### src/rtl/rand_range_picker_pkg.sv
// ---------------------------------------------------------------------------
// rand_pkg
// Definitions shared by the random range picker and its pick FIFO.
//   RAND_W     : width of the random word and of every pick
//   RAND_DEPTH : default number of FIFO entries
//   PTR_W      : FIFO pointer width for the default depth
//   state_t    : picker FSM states (FILL samples, HOLD waits for a pop)
// ---------------------------------------------------------------------------
package rand_pkg;

    localparam int RAND_W     = 5;
    localparam int RAND_DEPTH = 4;
    localparam int PTR_W      = $clog2(RAND_DEPTH);

    typedef enum logic {
        FILL = 1'b0,
        HOLD = 1'b1
    } state_t;

endpackage

### src/rtl/rand_pick_fifo.sv
// ---------------------------------------------------------------------------
// rand_pick_fifo
// Small synchronous FIFO holding accepted picks. The head entry falls through
// from storage, so a push at edge N is visible on o_head after edge N.
// When the FIFO is empty, o_head is forced to zero.
// Ports:
//   clk, RESET   : clock and synchronous active-high reset
//   i_flush      : drop all contents (same effect as reset)
//   i_push       : write i_push_data (ignored while full, never overwrites)
//   i_push_data  : value to store
//   i_pop        : remove head (ignored while empty)
//   o_valid      : FIFO non-empty
//   o_head       : oldest entry, zero when empty
//   o_count      : number of stored entries, 0..DEPTH
// ---------------------------------------------------------------------------
module rand_pick_fifo
    import rand_pkg::*;
#(
    parameter int W     = RAND_W,
    parameter int DEPTH = RAND_DEPTH,
    parameter int AW    = PTR_W
) (
    input  logic          clk,
    input  logic          RESET,
    input  logic          i_flush,
    input  logic          i_push,
    input  logic [W-1:0]  i_push_data,
    input  logic          i_pop,
    output logic          o_valid,
    output logic [W-1:0]  o_head,
    output logic [AW:0]   o_count
);

    localparam logic [AW:0] CNT_FULL = (AW+1)'(DEPTH);

    logic [W-1:0]  r_mem [DEPTH];
    logic [AW-1:0] r_rd_ptr;
    logic [AW-1:0] r_wr_ptr;
    logic [AW:0]   r_count;

    logic w_do_push;
    logic w_do_pop;

    assign w_do_pop  = i_pop && (r_count != '0);
    assign w_do_push = i_push && (r_count != CNT_FULL);

    // Storage needs no reset: entries are only observed through r_count.
    always_ff @(posedge clk) begin
        if (w_do_push) begin
            r_mem[r_wr_ptr] <= i_push_data;
        end
    end

    // Pointers are AW bits wide and wrap naturally because DEPTH is 2**AW.
    always_ff @(posedge clk) begin
        if (RESET || i_flush) begin
            r_rd_ptr <= '0;
            r_wr_ptr <= '0;
            r_count  <= '0;
        end else begin
            if (w_do_push) begin
                r_wr_ptr <= r_wr_ptr + 1'b1;
            end
            if (w_do_pop) begin
                r_rd_ptr <= r_rd_ptr + 1'b1;
            end
            if (w_do_push && !w_do_pop) begin
                r_count <= r_count + 1'b1;
            end else if (w_do_pop && !w_do_push) begin
                r_count <= r_count - 1'b1;
            end
        end
    end

    assign o_valid = (r_count != '0);
    assign o_head  = o_valid ? r_mem[r_rd_ptr] : '0;
    assign o_count = r_count;

endmodule

### src/rtl/rand_range_picker.sv
// ---------------------------------------------------------------------------
// rand_range_picker
// Consumer end of the LFSR random stream. Samples rnd_in every cycle while in
// FILL, keeps values below LIMIT (rejection sampling) and buffers them in
// rand_pick_fifo. After MAX_TRIES consecutive rejects a forced pick
// (rnd_in mod LIMIT) is pushed so latency stays bounded. When the FIFO fills,
// the FSM parks in HOLD until the consumer pops.
//
// Optional feature macro: RAND_NO_REPEAT_EN
//   defined   : a sample equal to the last pushed value is rejected (counts
//               as a try); a forced pick that equals the last value becomes
//               (last+1) mod LIMIT. Inactive when LIMIT==1.
//   undefined : duplicates allowed, no last-pick register.
//
// Handshake: a pick transfers on a clk edge where out_valid && out_ready;
// out_valid never depends on out_ready, and out_data holds while not taken.
//
// Ports:
//   clk, RESET    : clock and synchronous active-high reset
//   rnd_in        : random word, new value each cycle
//   flush         : discard buffered picks and restart sampling
//   out_valid     : a pick is available on out_data
//   out_ready     : consumer accepts the pick
//   out_data      : head pick (< LIMIT when valid, zero when empty)
//   buf_count     : number of buffered picks
//   o_dbg_state   : FSM state (0 = FILL, 1 = HOLD)
//   o_dbg_try     : consecutive-reject counter
// ---------------------------------------------------------------------------
module rand_range_picker
    import rand_pkg::*;
#(
    parameter int W         = RAND_W,
    parameter int LIMIT     = 20,
    parameter int DEPTH     = RAND_DEPTH,
    parameter int MAX_TRIES = 8,
    parameter int TRY_W     = $clog2(MAX_TRIES + 1)
) (
    input  logic                     clk,
    input  logic                     RESET,
    input  logic [W-1:0]             rnd_in,
    input  logic                     flush,
    output logic                     out_valid,
    input  logic                     out_ready,
    output logic [W-1:0]             out_data,
    output logic [$clog2(DEPTH):0]   buf_count,
    output logic                     o_dbg_state,
    output logic [TRY_W-1:0]         o_dbg_try
);

    localparam int          AW       = $clog2(DEPTH);
    // LIMIT may equal 2**W, so comparisons use one extra bit.
    localparam logic [W:0]  LIM      = (W+1)'(LIMIT);
    localparam logic [TRY_W-1:0] TRY_LAST = TRY_W'(MAX_TRIES - 1);
    localparam logic [AW:0] CNT_NEAR = (AW+1)'(DEPTH - 1);

    state_t             r_state;
    logic [TRY_W-1:0]   r_try;

    logic               w_pop;
    logic               w_in_range;
    logic [W-1:0]       w_mod;
    logic               w_accept;
    logic [W-1:0]       w_forced;
    logic               w_sample;
    logic               w_force;
    logic               w_push;
    logic [W-1:0]       w_push_data;

    assign w_pop      = out_valid && out_ready;
    assign w_in_range = ({1'b0, rnd_in} < LIM);
    // Constant divisor: synthesis reduces this to fixed combinational logic.
    assign w_mod      = W'({1'b0, rnd_in} % LIM);

`ifdef RAND_NO_REPEAT_EN
    localparam logic NR_ACTIVE = (LIMIT > 1);

    logic [W-1:0] r_last;
    logic         r_last_valid;
    logic         w_dup;

    assign w_dup    = NR_ACTIVE && r_last_valid && (rnd_in == r_last);
    assign w_accept = w_in_range && !w_dup;
    assign w_forced = (NR_ACTIVE && r_last_valid && (w_mod == r_last))
                      ? W'(({1'b0, r_last} + 1'b1) % LIM)
                      : w_mod;

    always_ff @(posedge clk) begin
        if (RESET || flush) begin
            r_last       <= '0;
            r_last_valid <= 1'b0;
        end else if (w_push) begin
            r_last       <= w_push_data;
            r_last_valid <= 1'b1;
        end
    end
`else
    assign w_accept = w_in_range;
    assign w_forced = w_mod;
`endif

    // Sampling happens only in FILL; in HOLD rnd_in is ignored and try frozen.
    assign w_sample    = (r_state == FILL);
    assign w_force     = w_sample && !w_accept && (r_try == TRY_LAST);
    assign w_push      = w_sample && (w_accept || w_force);
    assign w_push_data = w_accept ? rnd_in : w_forced;

    always_ff @(posedge clk) begin
        if (RESET || flush) begin
            r_state <= FILL;
            r_try   <= '0;
        end else begin
            case (r_state)
                FILL: begin
                    if (w_accept || w_force) begin
                        r_try <= '0;
                    end else begin
                        r_try <= r_try + 1'b1;
                    end
                    // The push that brings the FIFO to DEPTH parks the FSM.
                    if (w_push && !w_pop && (buf_count == CNT_NEAR)) begin
                        r_state <= HOLD;
                    end
                end
                HOLD: begin
                    if (w_pop) begin
                        r_state <= FILL;
                    end
                end
            endcase
        end
    end

    rand_pick_fifo #(
        .W     (W),
        .DEPTH (DEPTH),
        .AW    (AW)
    ) u_fifo (
        .clk         (clk),
        .RESET       (RESET),
        .i_flush     (flush),
        .i_push      (w_push),
        .i_push_data (w_push_data),
        .i_pop       (w_pop),
        .o_valid     (out_valid),
        .o_head      (out_data),
        .o_count     (buf_count)
    );

    assign o_dbg_state = r_state;
    assign o_dbg_try   = r_try;

endmodule

### config.mk
export PLATFORM = sky130hd
export DESIGN_NAME = rand_range_picker
export DESIGN_NICKNAME = d
export VERILOG_FILES = /design/src/rtl/rand_range_picker_pkg.sv /design/src/rtl/rand_pick_fifo.sv /design/src/rtl/rand_range_picker.sv
export SDC_FILE = /design/constraint.sdc
export NUM_CORES = 1
export LEC_CHECK = 0
export CAP_MARGIN = 10
export CORE_MARGIN = 2
export CORE_UTILIZATION = 30
export CTS_CLUSTER_DIAMETER = 100
export DETAILED_ROUTE_END_ITERATION = 10
export PLACE_DENSITY = 0.56
export SLEW_MARGIN = 30
export SYNTH_ARGS = -nofsm -noshare
export SYNTH_HDL_FRONTEND = slang
export SYNTH_HIERARCHICAL = 1
export SYNTH_SLANG_ARGS = --single-unit
### constraint.sdc
create_clock -name clk -period 3.77 [get_ports clk]
set_input_delay 0.9425 -clock clk [delete_from_list [all_inputs] [get_ports clk]]
set_output_delay 0.9425 -clock clk [all_outputs]
set_load 0.01 [all_outputs]
# After elaboration in Yosys (flattened, before gate mapping)
# Memory sizes are Yosys's and may differ from the RTL's. A register that Yosys moved wholly into a read port is not among the register bits.
# Index checks and enable logic that the tools add are counted.
op_classes:
  bitwise: 1
  n_mux: 12
  n_div: 1
  n_eq_ne: 3
  reduce_logical: 18
  add_sub_neg: 5
  order_cmp: 1
op_table:
  columns: ["cell", "count"]
  rows:
  - ["$logic_and 1x1->1", 10]
  - ["$mux 5", 2]
  - ["$mod 5x5->6 const B", 1]
  - ["$mux 3", 2]
  - ["$lt 5x5->1 const B", 1]
  - ["$add 2x1->2 const B", 2]
  - ["$add 4x1->4 const B", 1]
  - ["$eq 4x3->1 const B", 1]
  - ["$logic_not 1->1", 4]
  - ["$mux 1", 4]
  - ["$mux 2", 2]
  - ["$mux 4", 1]
  - ["$add 3x1->3 const B", 1]
  - ["$eq 3x2->1 const B", 1]
  - ["$ne 3x3->1 const B", 1]
  - ["$reduce_bool 3->1", 1]
  - ["$sub 3x1->3 const B", 1]
  - ["$logic_or 1x1->1", 2]
  - ["$pmux 1 s2", 1]
  - ["$reduce_bool 2->1", 1]
  - ["$not 1->1", 1]
word_totals:
  reg_bits: 12
  inputBits: 9
  elab_cells: 47
  ramBits: 20
  mem_count: 1
mem_list:
  columns: ["name", "depth", "word_bits", "rd", "rd_clocked_by_memory_dff", "write_ports", "line_no", "text"]
  rows:
  - ["u_fifo.r_mem", 4, 5, 1, 1, 1, "rand_pick_fifo.sv:36", "logic [W-1:0] r_mem [DEPTH];"]

# Logic depth before layout (Yosys ltp)
depth:
  depth_word: 11
  depth_mapped: 12
  depth_no_buf: 12

# Modules after synthesis
# The synthesis kept the hierarchy.
modules_own_cells:
  columns: ["module", "cells_each", "n_inst", "area_each_um2", "seq_area_each_um2"]
  rows:
  - ["rand_pick_fifo", 83, 1, 1243.7, 780.7]
  - ["rand_range_picker", 36, 1, 320.3, 100.1]

# Worst setup path before layout
# Ideal clock, no wire load.
synth_path:
  kind: "input port to flip-flop"
  startpoint: "input rnd_in[3]"
  endpoint: "register u_fifo.r_count[2], in the netlist u_fifo/o_count[2]"
  path_slack_ns: 0.874
  arrival_ns: 2.826
  stages: 11
  path_cell_list: "o21a_1 > o31ai_4 > and2_1 > inv_1 > nor2_1 > ha_1 > inv_1 > fa_1 > xor2_1 > or3_1 > a21oi_1"
synth_via:
  elab_chain_cells: 10
synth_lines:
  columns: ["item", "line_no", "text"]
  rows:
  - ["start: declaration", "rand_range_picker.sv:40", "input logic [W-1:0] rnd_in,"]
  - ["$lt 5x5->1 *", "rand_range_picker.sv:70", "assign w_in_range = ({1'b0, rnd_in} < LIM);"]
  - ["$logic_not 1->1", "rand_range_picker.sv:103", "assign w_force = w_sample && !w_accept && (r_try == TRY_LAST);"]
  - ["$logic_and 1x1->1 (2 in series)", "rand_range_picker.sv:103", null]
  - ["$logic_or 1x1->1 *", "rand_range_picker.sv:104", "assign w_push = w_sample && (w_accept || w_force);"]
  - ["$logic_and 1x1->1 *", "rand_range_picker.sv:104", null]
  - ["named net w_push", "rand_range_picker.sv:66", "logic w_push;"]
  - ["$logic_and 1x1->1 *", "rand_pick_fifo.sv:45", "assign w_do_push = i_push && (r_count != CNT_FULL);"]
  - ["named net u_fifo.w_do_push", "rand_pick_fifo.sv:41", "logic w_do_push;"]
  - ["$logic_not 1->1", "rand_pick_fifo.sv:69", "end else if (w_do_pop && !w_do_push) begin"]
  - ["$logic_and 1x1->1", "rand_pick_fifo.sv:69", null]
  - ["$reduce_bool 2->1 (no line)", null, null]
  - ["end signal: assignment", "rand_pick_fifo.sv:68", "r_count <= r_count + 1'b1;"]
  - ["end signal: assignment", "rand_pick_fifo.sv:70", "r_count <= r_count - 1'b1;"]
  - ["end: declaration", "rand_pick_fifo.sv:39", "logic [AW:0] r_count;"]
# The timed path passes the listed nets; every way through them passes the cells marked *.
# A chain may end at the register's enable or synchronous reset.

# Worst setup path in the final report
# Same ends and word-level chain as after synthesis.

==> impl_metrics.csv <==
group,metric,value,unit
critical_path,worst_setup_path_end_kind,"flip-flop",
global_route,grt_pass1_wl,5000,um
detailed_routing,routed_wl,2830,um
synthesis,synth_edf_count,20,
power,ir_drop,0.000180,V
die,die_area,5810,sq um
timing,tightest_slew,550,ps
finish,nets,162,
synthesis,yosysWarnings,6,
place,gp_congestion,0.801,
global_route,grt_usage,10.7,%
synthesis,synthFlopType,"edfxtp_1",
synthesis,synth_cell_types,40,
clock_tree,cts_tree,"done",
global_route,grt_pass1_vias,996,
synthesis,yosys.area.top_type,"edfxtp_1",
global_route,grt_use_met1,14.3,%
finish,final_layout_size_suffix_gt1_share,13.6,%
finish,final_cell_mix,"22 x clkdlybuf4s50_1, 20 x edfxtp_1, 14 x dfxtp_1",
critical_path,crit_type,"primary input to flip-flop",
timing,max_freq,0.304,GHz
die,core,5070,sq um
global_route,gr-total-overflow,0,
hold_path,hp-start,"u_fifo/r_rd_ptr[1]",
synthesis,syn_avg_cell_area,13.1,sq um
detailed_routing,viasPerCell,4.44,
finish,layout_commonest_cell,"clkdlybuf4s50_1",
status,status,"completed",
die,start_util,30.8,%
clock_tree,hold_buffers,0,
power,p_leak,0.000686,uW
place,dp_cells,209,
finish,stdcell_count,217,
critical_path,rr_startpoint,"o_dbg_try[0]",
synthesis,async_reset_ff_share,0,%
run,cap_violations,0,
timing,slew_headroom,63.1,%
die,row_count,26,
critical_path,reg2reg_slack,950,ps
timing,finalSetupTns,0,ps
timing,rsz0062_at_grt,"false",
detailed_routing,vias,963,
clock_tree,root_buffer,"clkbuf_8",
die,die-height,76.2,um
clock_tree,numCtsBuffers,5,
detailed_routing,drtIter0Drc,36,
die,ios,23,
timing,finalCritPeriodShare,87.4,%
detailed_routing,post_drt_wl_per_cell,13.0,um
critical_path,setup.worst_path.start_class,"primary input",
timing,final-setup-viol-count,0,
timing,clock_skew,3.46,ps
clock_tree,clk_path_buf_depth,2,
synthesis,synthTopCellsByArea,"edfxtp_1 38%, dfxtp_1 18%, mux4_2 7.2%, ha_1 4.8%, xor2_1 2.2%",
hold_path,hold_class,"flip-flop to flip-flop",
die,die_w,76.2,um
finish,syn_to_final_growth,24.8,%
global_route,grt_max_degree,12,
global_route,grt_use_met2,16.5,%
critical_path,timing.rr.end,"u_fifo/o_count[2]",
critical_path,crit_required,3980,ps
synthesis,mappedNetlistNets,135,
place,place_hpwl,2050,um
critical_path,worstPathArrival,3510,ps
global_route,met3_usage,4.15,%
detailed_routing,ant_nets,0,
detailed_routing,drt-pass1-iter-count,5,
clock_tree,clk_latency,280,ps
critical_path,reg2reg_depth,12,
place,portBuffers,22,
power,power_density,420,nW/um^2
synthesis,synth_top_area_share,38.4,%
synthesis,syn_inst,119,
clock_tree,post_cts_buffers,0,
clock_tree,htreeDepth,2,
timing,hold_viol,0,
hold_path,holdPathStages,2,
synthesis,ys_ff_latch,34,
timing,whs,508,ps
global_route,antenna_found_initial,0,
clock_tree,path_clk_slew,70,ps
clock_tree,clock_sinks,34,
detailed_routing,drc,0,
critical_path,crit_fanout,7,
synthesis,syn-cell-area,1560,sq um
timing,maxSlewViolCount,0,
timing,min_period,3290,ps
synthesis,ys_seq_area_share,56.3,%
finish,nFillCells,502,
clock_tree,ctsResizeCount,0,
global_route,grt.busiest_layer,"met2",
finish,n_antenna_cell,0,
[how the worst max path moves through the flow]
stage,from,endpoint,cells past startpoint
after detailed placement,rnd_in[3],u_fifo/o_count[2],12
after global placement,rnd_in[3],u_fifo/o_count[2],12
after floorplan,rnd_in[3],u_fifo/o_count[2],11
final,rnd_in[3],u_fifo/o_count[2],12
after global routing,rnd_in[3],u_fifo/o_count[2],12
after CTS,rnd_in[3],u_fifo/o_count[2],12
[state kept, by name, indices dropped and copies added (netlist names), named ones only]
signal,cells
u_fifo/r_mem,20
u_fifo/r_rd_ptr,2
o_dbg_try,4
u_fifo/o_count,3
u_fifo/r_wr_ptr,2
o_dbg_state,1
[area by class of cell]
cell class / instances / area [sq um] / share of cell area, %
flip-flops and latches: 34 / 881 / 45.1
multi-input cells: 77 / 646 / 33.1
repair buffers: 22 / 220 / 11.3
well taps: 70 / 87.6 / 4.49
clock buffers: 6 / 82.6 / 4.23
inverters: 6 / 22.5 / 1.15
clock inverters: 2 / 12.5 / 0.641
[where the power goes]
group	internal [uW]	leakage, uW	switching [uW]	total, uW
Sequential	409	0.000299	12.3	421
Combinational	63.5	0.000340	55.7	119
Clock	147	0.0000472	132	279
Total	619	0.000686	200	819
[critical path, stage by stage]
cell and delay [ps]:
clkdlybuf4s50_1 460, o21a_1 250, o31ai_4 100, and2_1 290, inv_1 80, nor2_1 160, ha_1 210, inv_1 60
fa_1 370, xor2_1 150, or3_1 310, a21oi_1 140
[kinds of logic (layout without fill, tap and decap cells)]
family                   count (synthesis)  after routing  synth area share (%)
multiplexers                             7              7                  8.48
XOR/XNOR                                 4              4                  2.24
AND/OR/NAND/NOR                         42             42                  15.9
adder cells (fa/ha/maj)                  7              7                  6.08
AO/OA/AOI/OAI                           17             17                  8.56
buffers and inverters                    8             36                  2.40
flip-flops                              34             34                  56.3
[routing by layer]
metal,vias up,share of wire (%)
met5,-,0
met4,0,0.42
met3,2,4.1
met2,20,47
met1,453,49
li1,488,-
[through the flow]
stage	instance area (sq um)	setup slack (ps)	utilization (%)	total power, uW
floorplan	1560	874	-	496
global placement	1860	279	36.6	547
detailed placement	1860	196	36.6	551
CTS	1950	482	38.5	828
global route	1950	253	38.5	863
finish	1950	477	38.5	819
[synth_stat cells (2+ instances only)]
| library cell | n |
|---|---|
| a21oi_1 | 4 |
| nand2_1 | 7 |
| edfxtp_1 | 20 |
| nor2b_1 | 3 |
| xor2_1 | 4 |
| ha_1 | 6 |
| dfxtp_1 | 14 |
| mux4_2 | 5 |
| o21ai_0 | 4 |
| mux2i_1 | 2 |
| and3_1 | 4 |
| and2b_1 | 3 |
| and2_1 | 3 |
| nor2_1 | 7 |
| or3_1 | 3 |
| inv_1 | 6 |
No activity file was read; power rests on OpenSTA's default activity.
